## config.mk

```make
export PLATFORM = sky130hd
export DESIGN_NAME = rf_op_sequencer
export DESIGN_NICKNAME = d
export VERILOG_FILES = /design/src/rtl/rf_pkg.sv /design/src/rtl/rf_addsub.sv /design/src/rtl/rf_op_sequencer.sv
export SDC_FILE = /design/constraint.sdc
export NUM_CORES = 1
export LEC_CHECK = 0
export ABC_AREA = 1
export CORE_MARGIN = 3
export CORE_UTILIZATION = 53
export CTS_CLUSTER_SIZE = 20
export DETAILED_ROUTE_END_ITERATION = 8
export GPL_TIMING_DRIVEN = 0
export PLACE_DENSITY = 0.88
export SYNTH_ARGS = -nofsm -noshare
export SYNTH_HDL_FRONTEND = slang
export SYNTH_HIERARCHICAL = 1
export SYNTH_SLANG_ARGS = --single-unit
```

## constraint.sdc

```tcl
create_clock -name clk -period 2.7 [get_ports clk]
set_input_delay 0.54 -clock clk [delete_from_list [all_inputs] [get_ports clk]]
set_output_delay 0.54 -clock clk [all_outputs]
set_load 0.03 [all_outputs]
```

## src/rtl/rf_pkg.sv

```systemverilog
// Shared definitions for the register file and its operation sequencer:
// common widths, opcode values and the sequencer state encoding.
package rf_pkg;

  localparam int RF_DW = 16;
  localparam int RF_AW = 3;

  localparam logic [1:0] OP_MOVI = 2'b00;
  localparam logic [1:0] OP_MOV  = 2'b01;
  localparam logic [1:0] OP_ADD  = 2'b10;
  localparam logic [1:0] OP_SUB  = 2'b11;

  typedef enum logic [2:0] {
    S_IDLE = 3'd0,
    S_RD_A = 3'd1,
    S_RD_B = 3'd2,
    S_WR   = 3'd3,
    S_DONE = 3'd4
  } state_t;

endpackage

```

## src/rtl/rf_addsub.sv

```systemverilog
// Combinational DW-bit adder/subtractor. The carry or borrow out is dropped,
// so results wrap modulo 2**DW.
module rf_addsub #(
  parameter int DW = 16
) (
  input  logic [DW-1:0] a,
  input  logic [DW-1:0] b,
  input  logic          sub,
  output logic [DW-1:0] y
);

  // select add or subtract; opcode LSB distinguishes SUB from ADD
  always_comb begin
    if (sub) begin
      y = a - b;
    end else begin
      y = a + b;
    end
  end

endmodule

```

## src/rtl/rf_op_sequencer.sv

```systemverilog
// Register-file operation sequencer: runs one MOVI/MOV/ADD/SUB per start
// pulse by reading sources through the regfile's combinational read port,
// then issuing a single write and a one-cycle done pulse.
module rf_op_sequencer
  import rf_pkg::*;
#(
  parameter int DW   = RF_DW,
  parameter int AW   = RF_AW,
  parameter int IMMW = 8
) (
  input  logic            clk,
  input  logic            rst_n,
  input  logic            start,
  input  logic [1:0]      opcode,
  input  logic [AW-1:0]   rd,
  input  logic [AW-1:0]   rn,
  input  logic [AW-1:0]   rm,
  input  logic [IMMW-1:0] imm,
  input  logic [DW-1:0]   rf_data_out,
  output logic [AW-1:0]   rf_readnum,
  output logic [AW-1:0]   rf_writenum,
  output logic            rf_write,
  output logic [DW-1:0]   rf_data_in,
  output logic            busy,
  output logic            done,
  output logic [DW-1:0]   result
);

  state_t          state_r;
  state_t          next_state_s;
  logic [1:0]      op_r;
  logic [AW-1:0]   rd_r;
  logic [AW-1:0]   rn_r;
  logic [AW-1:0]   rm_r;
  logic [DW-1:0]   a_r;
  logic [DW-1:0]   r_r;
  logic [DW-1:0]   result_r;
  logic [DW-1:0]   imm_sx_s;
  logic [DW-1:0]   addsub_s;

  assign imm_sx_s = {{(DW-IMMW){imm[IMMW-1]}}, imm};

  rf_addsub #(.DW(DW)) u_addsub (
    .a   (a_r),
    .b   (rf_data_out),
    .sub (op_r[0]),
    .y   (addsub_s)
  );

  // state register; reset aborts any operation in flight
  always_ff @(posedge clk or negedge rst_n) begin
    if (!rst_n) begin
      state_r <= S_IDLE;
    end else begin
      state_r <= next_state_s;
    end
  end

  // next-state decode; start is only looked at in IDLE
  always_comb begin
    next_state_s = state_r;
    case (state_r)
      S_IDLE: begin
        if (start) begin
          if (opcode == OP_MOVI) begin
            next_state_s = S_WR;
          end else begin
            next_state_s = S_RD_A;
          end
        end else begin
          next_state_s = S_IDLE;
        end
      end
      S_RD_A: begin
        if (op_r == OP_MOV) begin
          next_state_s = S_WR;
        end else begin
          next_state_s = S_RD_B;
        end
      end
      S_RD_B:  next_state_s = S_WR;
      S_WR:    next_state_s = S_DONE;
      S_DONE:  next_state_s = S_IDLE;
      default: next_state_s = S_IDLE;
    endcase
  end

  // operand capture, result computation and completed-result register
  always_ff @(posedge clk or negedge rst_n) begin
    if (!rst_n) begin
      op_r     <= 2'b00;
      rd_r     <= {AW{1'b0}};
      rn_r     <= {AW{1'b0}};
      rm_r     <= {AW{1'b0}};
      a_r      <= {DW{1'b0}};
      r_r      <= {DW{1'b0}};
      result_r <= {DW{1'b0}};
    end else begin
      case (state_r)
        S_IDLE: begin
          if (start) begin
            op_r <= opcode;
            rd_r <= rd;
            rn_r <= rn;
            rm_r <= rm;
            if (opcode == OP_MOVI) begin
              r_r <= imm_sx_s;
            end
          end
        end
        S_RD_A: begin
          if (op_r == OP_MOV) begin
            r_r <= rf_data_out;
          end else begin
            a_r <= rf_data_out;
          end
        end
        S_RD_B:  r_r <= addsub_s;
        // result becomes visible together with done in the following cycle
        S_WR:    result_r <= r_r;
        default: ;
      endcase
    end
  end

  // output decode from state; read select is parked at 0 when not reading
  always_comb begin
    rf_readnum = {AW{1'b0}};
    rf_write   = 1'b0;
    busy       = 1'b1;
    done       = 1'b0;
    case (state_r)
      S_IDLE:  busy       = 1'b0;
      S_RD_A:  rf_readnum = rn_r;
      S_RD_B:  rf_readnum = rm_r;
      S_WR:    rf_write   = 1'b1;
      S_DONE:  done       = 1'b1;
      default: busy       = 1'b0;
    endcase
  end

  assign rf_writenum = rd_r;
  assign rf_data_in  = r_r;
  assign result      = result_r;

endmodule

```

==> flow_summary.yaml, run 1 <==
outcome:
  status: "completed"
logic_synthesis:
  syn_inst: 615
  syn-num-nets: 670
  netlist.area_leader.share_pct: 36.1
  synth_area_leaders: "dfrtp_1 36%, nand2_1 22%, nand3_1 7.9%"
  netlist-cell-type-count: 35
  syn-cell-area_mm2: 0.00430
  ys_warn_count: 6
  synth-seq-area-share_pct: 36.1
  ys_ff_latch: 62
  synth_top_area_cell: "dfrtp_1"
  syn_area_per_cell_um2: 6.99
drt:
  drt_wl_total_um: 12900
  drc_errors: 0
  vias_per_cell: 5.55
  drt_iter0_drc: 410
  detail_route.wl_per_cell_um: 15.4
  vias: 4627
  dr.pass1.iters: 6
  ant_nets: 0
critical_path:
  critPathKind: "register to register"
  rr_endpoint: "rf_data_in[15]"
  crit_arrival_ps: 2910
  r2r_slack_ps: 70
  worst-endpoint-required_ps: 2990
  cp_max_fo: 8
  worstReg2RegStart: "op_r[0]"
  start_kind: "register"
  startpoint: "op_r[0]"
  end_kind: "register"
  worstRegToRegCells: 19
global_route:
  gr-total-overflow: 0
  grtUsageMet2_pct: 44.3
  grt_first_pass_wirelength_um: 19400
  use_met3_pct: 4.85
  grt_max_degree: 39
  grtUsageTotal_pct: 27.4
  antenna_found_initial: 0
  grt_pass1_vias: 4201
  grtUsageMet1_pct: 35.2
  grt-busiest-layer: "met2"
power:
  ir_drop_uv: 684
  p_per_area_mw_per_mm2: 1480
  leakagePower_nw: 2.98
sta:
  rsz0062_at_grt: "yes"
  slew_violations: 0
  finalCritPeriodShare_pct: 97.4
  relSlewSlack_pct: 57.6
  period_needed_ps: 2630
  fin_ws_ps: 70.8
  skew_ps: 12.6
  tightestPinTransition_ps: 636
  finalSetupViolCount: 0
  hold_viol: 0
  max_freq_mhz: 380
  tns_ps: 0
cts:
  root_buffer: "clkbuf_8"
  cts.hold.buffers_added: 0
  clock_sinks: 62
  h-tree-depth: 3
  clock_latency_ps: 350
  cts_tree: "done"
  cts_buffers: 9
  clk_pin_slew_ps: 70
  clock_path_buffers: 2
final_layout:
  regArea_mm2: 0.00155
  fillers: 570
  multi_input_area_mm2: 0.00267
  final_cells: 833
  nets: 781
  drive_above_1_share_pct: 22.2
  postLayoutCoreUtil_pct: 74.8
  final_area_mm2: 0.00584
  syn2layout_area_growth_pct: 35.7
  antenna_cells: 0
floorplan:
  rows: 32
  dieArea_mm2: 0.00923
  ios: 79
  initial_core_util_pct: 55.1
  core_mm2: 0.00781
  fp.dieW_um: 96.1
  die_h_um: 96.1
place:
  dpl.hpwl_um: 9450
  preCtsSetupSlack_ps: -944
  dp_cells: 795
  port-buffer-count: 77
  place.gp.congestion: 0.995
  place_area_mm2: 0.00521
min_path:
  worstHoldPathType: "input pin to async pin"
run:
  maxCapViolCount: 0
[layout by cell type (no fill, tap or decap), types with 2 or more instances in the layout]
cell,Yosys,routed
nand2_1,252,239
nand3_1,68,67
dfrtp_1,62,62
clkdlybuf4s50_1,0,57
inv_1,48,44
buf_4,4,26
nand2_2,10,22
nor2_1,28,21
nand4_1,20,20
buf_2,12,12
xor2_1,13,12
ha_4,0,11
a21oi_1,16,10
clkbuf_8,0,10
inv_2,9,9
a21oi_2,5,9
clkbuf_2,0,9
nor2_2,6,8
nor2_4,2,7
buf_6,3,6
inv_4,2,6
o21ai_0,7,6
dlygate4sd2_1,0,6
nand3_2,4,5
ha_1,16,5
o21ai_1,5,4
xnor2_1,4,4
nand3_4,3,3
o21bai_1,3,3
clkinvlp_4,0,3
o21ai_2,1,3
nor3_1,2,2
clkbuf_1,2,2
nand2_4,1,2
a21oi_4,0,2
[layout make-up]
type	count	share of cell area (%)
plain buffers	21	2.53
multi-input cells	473	45.8
clock buffers	10	2.36
clock inverters	6	1.20
well taps	102	2.19
inverters	59	4.05
flip-flops and latches	62	26.6
repair buffers	100	15.3
[worst max-delay path: stages, from the launching register on]
cell     delay, ps
dfrtp_1        420
buf_6          160
inv_4           80
nand2_1        100
o21ai_1        110
xor2_1         180
inv_1          100
ha_4           310
nand2_2         80
nor2_1         110
nand3_1        100
nand2_2        140
nand2_1         90
nand2_2         90
nand3_1         80
nand2_1         80
nand4_1        100
nand3_1        110
nand2_1         70
nand2_1         80
[kinds of logic after synthesis]
logic type / after synthesis / synth area share (%)
compound gates: 40 / 5.73
fa+ha+maj: 17 / 5.12
buf+inv: 80 / 8.32
flops: 62 / 36.1
xor+xnor: 17 / 3.46
simple gates: 399 / 41.3
[through the flow]
stage / total power, mW / hold slack [ps]
6_report: 8.62 / 210
5_1_grt: 9.25 / 244
4_1_cts: 8.06 / 214
3_5_place_dp: 6.94 / 461
3_3_place_gp: 6.78 / 455
2_1_floorplan: 5.38 / 244
[cell usage after synthesis]
master    number
buf_4          4
o21bai_1       3
nor2_4         2
nor2_1        28
nor3_2         1
nand2_1      252
nand4_1       20
o21ai_1        5
o21a_1         1
ha_1          16
inv_4          2
inv_1         48
or2_1          1
nor2_2         6
fa_1           1
clkbuf_1       2
buf_2         12
nand2_2       10
a21oi_2        5
o21ai_0        7
o21ai_2        1
nor3_1         2
xnor2_1        4
nand3_1       68
nand3_2        4
dfrtp_1       62
o21ai_4        1
nand2_4        1
a21oi_1       16
and3_1         1
nand3_4        3
buf_6          3
inv_2          9
o211ai_1       1
xor2_1        13
[what timing repair did]
| action | CTS | global route |
|---|---|---|
| buffers inserted | 6 | 16 |
| resized for setup | 52 | 72 |
| setup endpoints to repair | 17 | 9 |
| pin swaps | 10 | 28 |
[flip-flops by register name (all words and copies together), names as in the netlist]
name and flops:
a_r 16, result 16, rf_data_in 16, rf_writenum 3, rm_r 3, rn_r 3, state_r 3, op_r 2
[report_power, final]
part           total, mW  internal, mW  switching [mW]
Sequential          1.70          1.38           0.321
Clock              0.837         0.455           0.382
Combinational       6.08          2.37            3.71
Total               8.62          4.20            4.42
[per-layer routing]
layer  part of all wire (%)  wire length, um  up-vias
met5                      0                0        -
met4                    4.2              541        0
met3                    8.8             1140       48
met2                     47             6100      265
met1                     40             5090     2120
li1                       -                -     2194
[how the worst max path moves through the flow]
stage,end
after floorplan,rf_data_in[13]
after global placement,rf_data_in[15]
after detailed placement,rf_data_in[15]
after CTS,rf_data_in[15]
after global routing,rf_data_in[15]
final,rf_data_in[15]
No activity file was read; power rests on OpenSTA's default activity.
==> inputs of run 2 (changes only) <==
--- a/config.mk
+++ b/config.mk
@@ -6,12 +6,14 @@
 export NUM_CORES = 1
 export LEC_CHECK = 0
 export ABC_AREA = 1
+export CORE_ASPECT_RATIO = 0.9
 export CORE_MARGIN = 3
 export CORE_UTILIZATION = 53
 export CTS_CLUSTER_SIZE = 20
 export DETAILED_ROUTE_END_ITERATION = 8
 export GPL_TIMING_DRIVEN = 0
 export PLACE_DENSITY = 0.88
+export SKIP_LAST_GASP = 1
 export SYNTH_ARGS = -nofsm -noshare
 export SYNTH_HDL_FRONTEND = slang
 export SYNTH_HIERARCHICAL = 1
==> constraint.sdc (replaced) <==
create_clock -name clk -period 2.65 [get_ports clk]
set_input_delay 0.53 -clock clk [delete_from_list [all_inputs] [get_ports clk]]
set_output_delay 0.53 -clock clk [all_outputs]
set_load 0.03 [all_outputs]
==> run 2 against run 1 <==
Effect of this change: the run now ends with negative setup slack left; clock power rose by 17%; count of clock-buffer cells in the layout rose by 1; sequential power barely moved; non-clock buffer count decreased by 5; register-to-register slack hardly changed; largest cell class unchanged.
==> flow_summary.yaml, run 2 (same netlist as run 1, synthesis figures left out) <==
place:
  dpl.hpwl_um: 9520
  preCtsSetupSlack_ps: -980
  place.gp.congestion: 0.967
  port-buffer-count: 77
global_route:
  grt_pass1_vias: 4154
  grtUsageTotal_pct: 27.6
  antenna_found_initial: 0
  grt_max_degree: 39
  grt_first_pass_wirelength_um: 20400
  gr-total-overflow: 0
final_layout:
  mostFrequentLayoutCells: "241 x nand2_1, 65 x nand3_1, 62 x dfrtp_1, 56 x clkdlybuf4s50_1, 42 x inv_1"
  nets: 776
  antenna_cells: 0
  postLayoutCoreUtil_pct: 75.6
  final_common_cell: "nand2_1"
  syn2layout_area_growth_pct: 35.4
  drive_above_1_share_pct: 22.0
floorplan:
  die_h_um: 91.5
  fp.dieW_um: 101
  ios: 79
  core_mm2: 0.00769
  dieArea_mm2: 0.00923
  rows: 30
  initial_core_util_pct: 55.9
power:
  p_per_area_mw_per_mm2: 1540
  ir_drop_uv: 754
  leakagePower_nw: 3.01
critical_path:
  crit_family: "simple AND/OR/NAND/NOR gates"
  crit_arrival_ps: 2970
  critPathKind: "input pin to register"
  end_kind: "register"
  worst-path-buf-inv: 6
  worst-endpoint-required_ps: 2890
  r2r_slack_ps: 60
  worstRegToRegCells: 20
  cp_max_fo: 4
  crit_chain: "buf_8 -> inv_4 -> ha_4 -> nand2_4 -> nor2_4 -> inv_2 -> o21ai_2 -> xor2_1 -> inv_1 -> ha_4 -> buf_4 -> nand2_2 -> inv_2 -> nand2_1 -> nand2_2 -> a21oi_2 -> nand2_1 -> nand2_1 -> nand2_1 -> nand4_1 -> nand3_2 -> nand2_2 -> nand2_1"
  cp_slowest_cell: "ha_4"
  cpPeakStageDelay_ps: 280
  crit_top_cell: "nand2_1"
  rr_endpoint: "rf_data_in[14]"
  worstReg2RegStart: "op_r[0]"
  start_kind: "input pin"
drt:
  vias_per_cell: 5.68
  drc_errors: 0
  vias: 4665
  drt_wl_total_um: 13200
  drt_iter0_drc: 373
  ant_nets: 0
  dr.pass1.iters: 5
  detail_route.wl_per_cell_um: 16.1
cts:
  clk_pin_slew_ps: 80
  cts_buffers: 9
  clock_path_buffers: 2
  root_buffer: "clkbuf_8"
  clock_sinks: 62
  clock_latency_ps: 340
  cts_tree: "done"
  h-tree-depth: 3
sta:
  finalCritPeriodShare_pct: 103
  period_needed_ps: 2730
  fin_ws_ps: -79.7
  tightestPinTransition_ps: 549
  relSlewSlack_pct: 63.0
  tns_ps: -136
  slew_violations: 0
  finalSetupViolCount: 2
  max_freq_mhz: 366
  hold_viol: 0
  rsz0062_at_grt: "yes"
  holdWs_ps: 163
  skew_ps: 5.38
min_path:
  worstHoldPathType: "input pin to async pin"
run:
  maxCapViolCount: 0
outcome:
  status: "complete, but fails checks"
  violations: "negative setup slack"
run 2: cell count changes in the layout (fill, tap and decap cells not counted), sizes merged:
cell / delta
clkdlybuf4s50: -1
dlygate4sd2: -4
dlymetal6s2s: +1
clkinvlp: -2
clkbuf: +2
inv: -1
buf: -3
clkinv: +1
bufinv: +1
clkdlybuf4s15: +1
run 2: repair_timing:
| action | 4_1_cts | 5_1_grt |
|---|---|---|
| resized for setup | 67 | 74 |
| pin swaps | 13 | 33 |
| hold buffers | 0 | 0 |
| setup endpoints to repair | 18 | 13 |
| buffers inserted | 4 | 13 |
run 2: metal layers:
layer / vias up / wire, um / GRT usage, %
met2: 248 / 6240 / 44.7
met4: 0 / 293 / 8.75
met3: 26 / 1220 / 4.53
li1: 2186 / - / -
met1: 2205 / 5470 / 37.5
met5: - / 0 / 0
run 2: final cells by class:
cell class                 instances  area, um^2
tap                               96         120
multi-input combinational        473        2660
timing repair buffer              95         873
fill                             577        1870
inverter                          59         241
clock inverter                     5        81.3
clock buffer                      11         151
buffer                            21         144
sequential                        62        1550
run 2: through the flow:
step / cell area, um^2 / std cells / power, mW
after floorplan: 4320 / 615 / 5.52
after global placement: 5210 / 788 / 7.02
after detailed placement: 5220 / 789 / 7.13
after CTS: 5620 / 809 / 8.43
after global routing: 5820 / 822 / 9.59
final: 5820 / 822 / 8.97
run 2: worst max-delay path by stage:
stage	startpoint	endpoint	slack, ps	depth (start not counted)
floorplan	rf_data_out[0]	rf_data_in[13]	70	21
global placement	rf_data_out[0]	rf_data_in[15]	-950	20
detailed placement	rf_data_out[0]	rf_data_in[15]	-980	22
CTS	rf_data_out[1]	rf_data_in[15]	-70	22
global route	rf_data_out[1]	rf_data_in[15]	-200	22
finish	rf_data_out[1]	rf_data_in[14]	-80	23
run 2: report_power, final:
| part | switching, mW | internal (mW) |
|---|---|---|
| logic | 3.85 | 2.42 |
| registers | 0.319 | 1.40 |
| clock network | 0.401 | 0.581 |
| total | 4.57 | 4.41 |
==> inputs of run 3 (changes only) <==
--- a/config.mk
+++ b/config.mk
@@ -9,7 +9,7 @@
 export CORE_ASPECT_RATIO = 0.9
 export CORE_MARGIN = 3
 export CORE_UTILIZATION = 53
-export CTS_CLUSTER_SIZE = 20
+export CTS_CLUSTER_SIZE = 28
 export DETAILED_ROUTE_END_ITERATION = 8
 export GPL_TIMING_DRIVEN = 0
 export PLACE_DENSITY = 0.88
==> constraint.sdc (replaced) <==
create_clock -name clk -period 3 [get_ports clk]
set_input_delay 0.75 -clock clk [delete_from_list [all_inputs] [get_ports clk]]
set_output_delay 0.75 -clock clk [all_outputs]
set_load 0.03 [all_outputs]
==> run 3 against run 2 <==
Effect of this change: largest cell class unchanged; clock skew grew 5.0 ps; sequential cell count stayed put; the run now ends clean; cell count is 0.61% lower.
==> flow_summary.yaml, run 3 (same netlist as run 1, synthesis figures left out) <==
critical_path:
  cp_max_fo: 4
  worstReg2RegStart: "op_r[0]"
  worst-endpoint-required_ps: 3290
  cpPeakStageDelay_ps: 320
  worstRegToRegCells: 18
  critPathKind: "input pin to register"
  r2r_slack_ps: 100
  rr_endpoint: "rf_data_in[15]"
  cp_slowest_cell: "ha_4"
  end_kind: "register"
  crit_family: "simple AND/OR/NAND/NOR gates"
  worst-path-buf-inv: 5
  crit_arrival_ps: 3220
  crit_chain: "buf_4 -> inv_4 -> ha_4 -> nand2_4 -> nor2_4 -> inv_2 -> o21ai_2 -> xor2_1 -> inv_1 -> ha_4 -> nand2_4 -> inv_4 -> nand2_1 -> nor3_2 -> nand2_1 -> nand2_2 -> nand3_1 -> nand2_1 -> nand4_1 -> nand3_1 -> nand2_1 -> nand2_1"
  start_kind: "input pin"
  crit_top_cell: "nand2_1"
place:
  preCtsSetupSlack_ps: -927
  place.gp.congestion: 0.961
  port-buffer-count: 77
  dpl.hpwl_um: 9490
  dp_cells: 789
sta:
  tns_ps: 0
  finalSetupViolCount: 0
  relSlewSlack_pct: 61.9
  finalCritPeriodShare_pct: 97.5
  max_freq_mhz: 342
  slew_violations: 0
  hold_viol: 0
  fin_ws_ps: 76.2
  period_needed_ps: 2920
  holdWs_ps: 374
  skew_ps: 10.4
  tightestPinTransition_ps: 571
cts:
  cts_buffers: 9
  root_buffer: "clkbuf_8"
  h-tree-depth: 3
  clk_pin_slew_ps: 80
  cts_tree: "done"
  clock_latency_ps: 360
  cts.hold.buffers_added: 0
  clock_sinks: 62
  clock_path_buffers: 2
drt:
  wl_met3_um: 1040
  drt_wl_total_um: 12700
  vias: 4489
  wl_met2_um: 5820
  dr.pass1.iters: 5
  wl_met1_um: 5400
  drc_errors: 0
  drt_iter0_drc: 322
  top_layer: "met4"
  ant_nets: 0
  vias_per_cell: 5.49
  detail_route.wl_per_cell_um: 15.5
floorplan:
  initial_core_util_pct: 55.9
  core_mm2: 0.00769
  ios: 79
  dieArea_mm2: 0.00923
  rows: 30
  die_h_um: 91.5
  fp.dieW_um: 101
final_layout:
  syn2layout_area_growth_pct: 32.3
  drive_above_1_share_pct: 19.8
  mostFrequentLayoutCells: "246 x nand2_1, 67 x nand3_1, 62 x dfrtp_1, 57 x clkdlybuf4s50_1, 42 x inv_1"
  nets: 771
  fillers: 571
  antenna_cells: 0
  final_cells: 817
  final_common_cell: "nand2_1"
global_route:
  antenna_found_initial: 0
  grt_pass1_vias: 4115
  gr-total-overflow: 0
  grtUsageTotal_pct: 26.9
  grt_first_pass_wirelength_um: 19700
  grt_max_degree: 39
run:
  maxCapViolCount: 0
outcome:
  status: "completed"
power:
  leakagePower_nw: 2.94
  ir_drop_uv: 683
  p_per_area_mw_per_mm2: 1330
min_path:
  worstHoldPathType: "input pin to async pin"
run 3: cell types whose count changed in the layout (fill, tap and decap cells not counted), sizes merged:
cell           change
buf                -9
dlygate4sd2        +3
clkdlybuf4s15      -1
clkdlybuf4s50      +1
inv                +1
run 3: layer usage:
layer | global-route usage [%] | up-vias
li1 | - | 2174
met1 | 36.0 | 2070
met2 | 42.8 | 216
met3 | 5.61 | 29
met4 | 10.1 | 0
met5 | 0 | -
run 3: final cells by class:
cell class | instances | area (um^2) | area share [%]
Buffer | 21 | 136 | 2.40
Clock buffer | 10 | 138 | 2.42
Clock inverter | 6 | 93.8 | 1.65
Inverter | 59 | 234 | 4.11
Multi-Input combinational cell | 473 | 2600 | 45.7
Sequential cell | 62 | 1550 | 27.3
Tap cell | 96 | 120 | 2.11
Timing Repair Buffer | 90 | 816 | 14.3
run 3: per-stage QoR:
| step | cell area, um^2 | power [mW] | utilization [%] |
|---|---|---|---|
| after global routing | 5690 | 8.17 | 74.0 |
| after global placement | 5190 | 6.17 | 67.5 |
| after detailed placement | 5210 | 6.26 | 67.7 |
| final | 5690 | 7.59 | 74.0 |
| after floorplan | 4300 | 4.85 | - |
| after CTS | 5550 | 7.29 | 72.1 |
run 3: worst reg2reg max path: stages (launching register included):
cell      delay, ps
dfrtp_1         410
clkbuf_4        200
inv_2           110
clkbuf_4        210
o21ai_1         100
xor2_1          140
inv_1            70
ha_1            370
nand2_1         110
nand2_1         110
a21oi_2         130
nand2_2         110
a21oi_2         190
nand2_1          90
nand2_1          70
nand4_1         110
nand3_1         140
nand2_1          80
nand2_1          80
run 3: worst max path at each step:
stage                         startpoint        endpoint  slack, ps  cells past startpoint
after detailed placement  rf_data_out[0]  rf_data_in[13]       -930                     22
final                     rf_data_out[1]  rf_data_in[15]         80                     22
after CTS                 rf_data_out[0]  rf_data_in[15]        -70                     22
after global placement    rf_data_out[0]  rf_data_in[13]       -840                     22
after floorplan           rf_data_out[0]  rf_data_in[13]        110                     21
after global routing             op_r[0]  rf_data_in[15]        -40                     19
run 3: timing repair:
item / CTS / global route
gates resized for setup: 42 / 63
endpoints found under the setup margin: 16 / 8
buffers inserted: 5 / 7
pin swaps: 9 / 17
run 3: where the power goes:
part / total (mW) / internal, mW / switching (mW)
registers: 1.52 / 1.24 / 0.281
logic: 5.20 / 1.99 / 3.21
clock network: 0.865 / 0.496 / 0.369
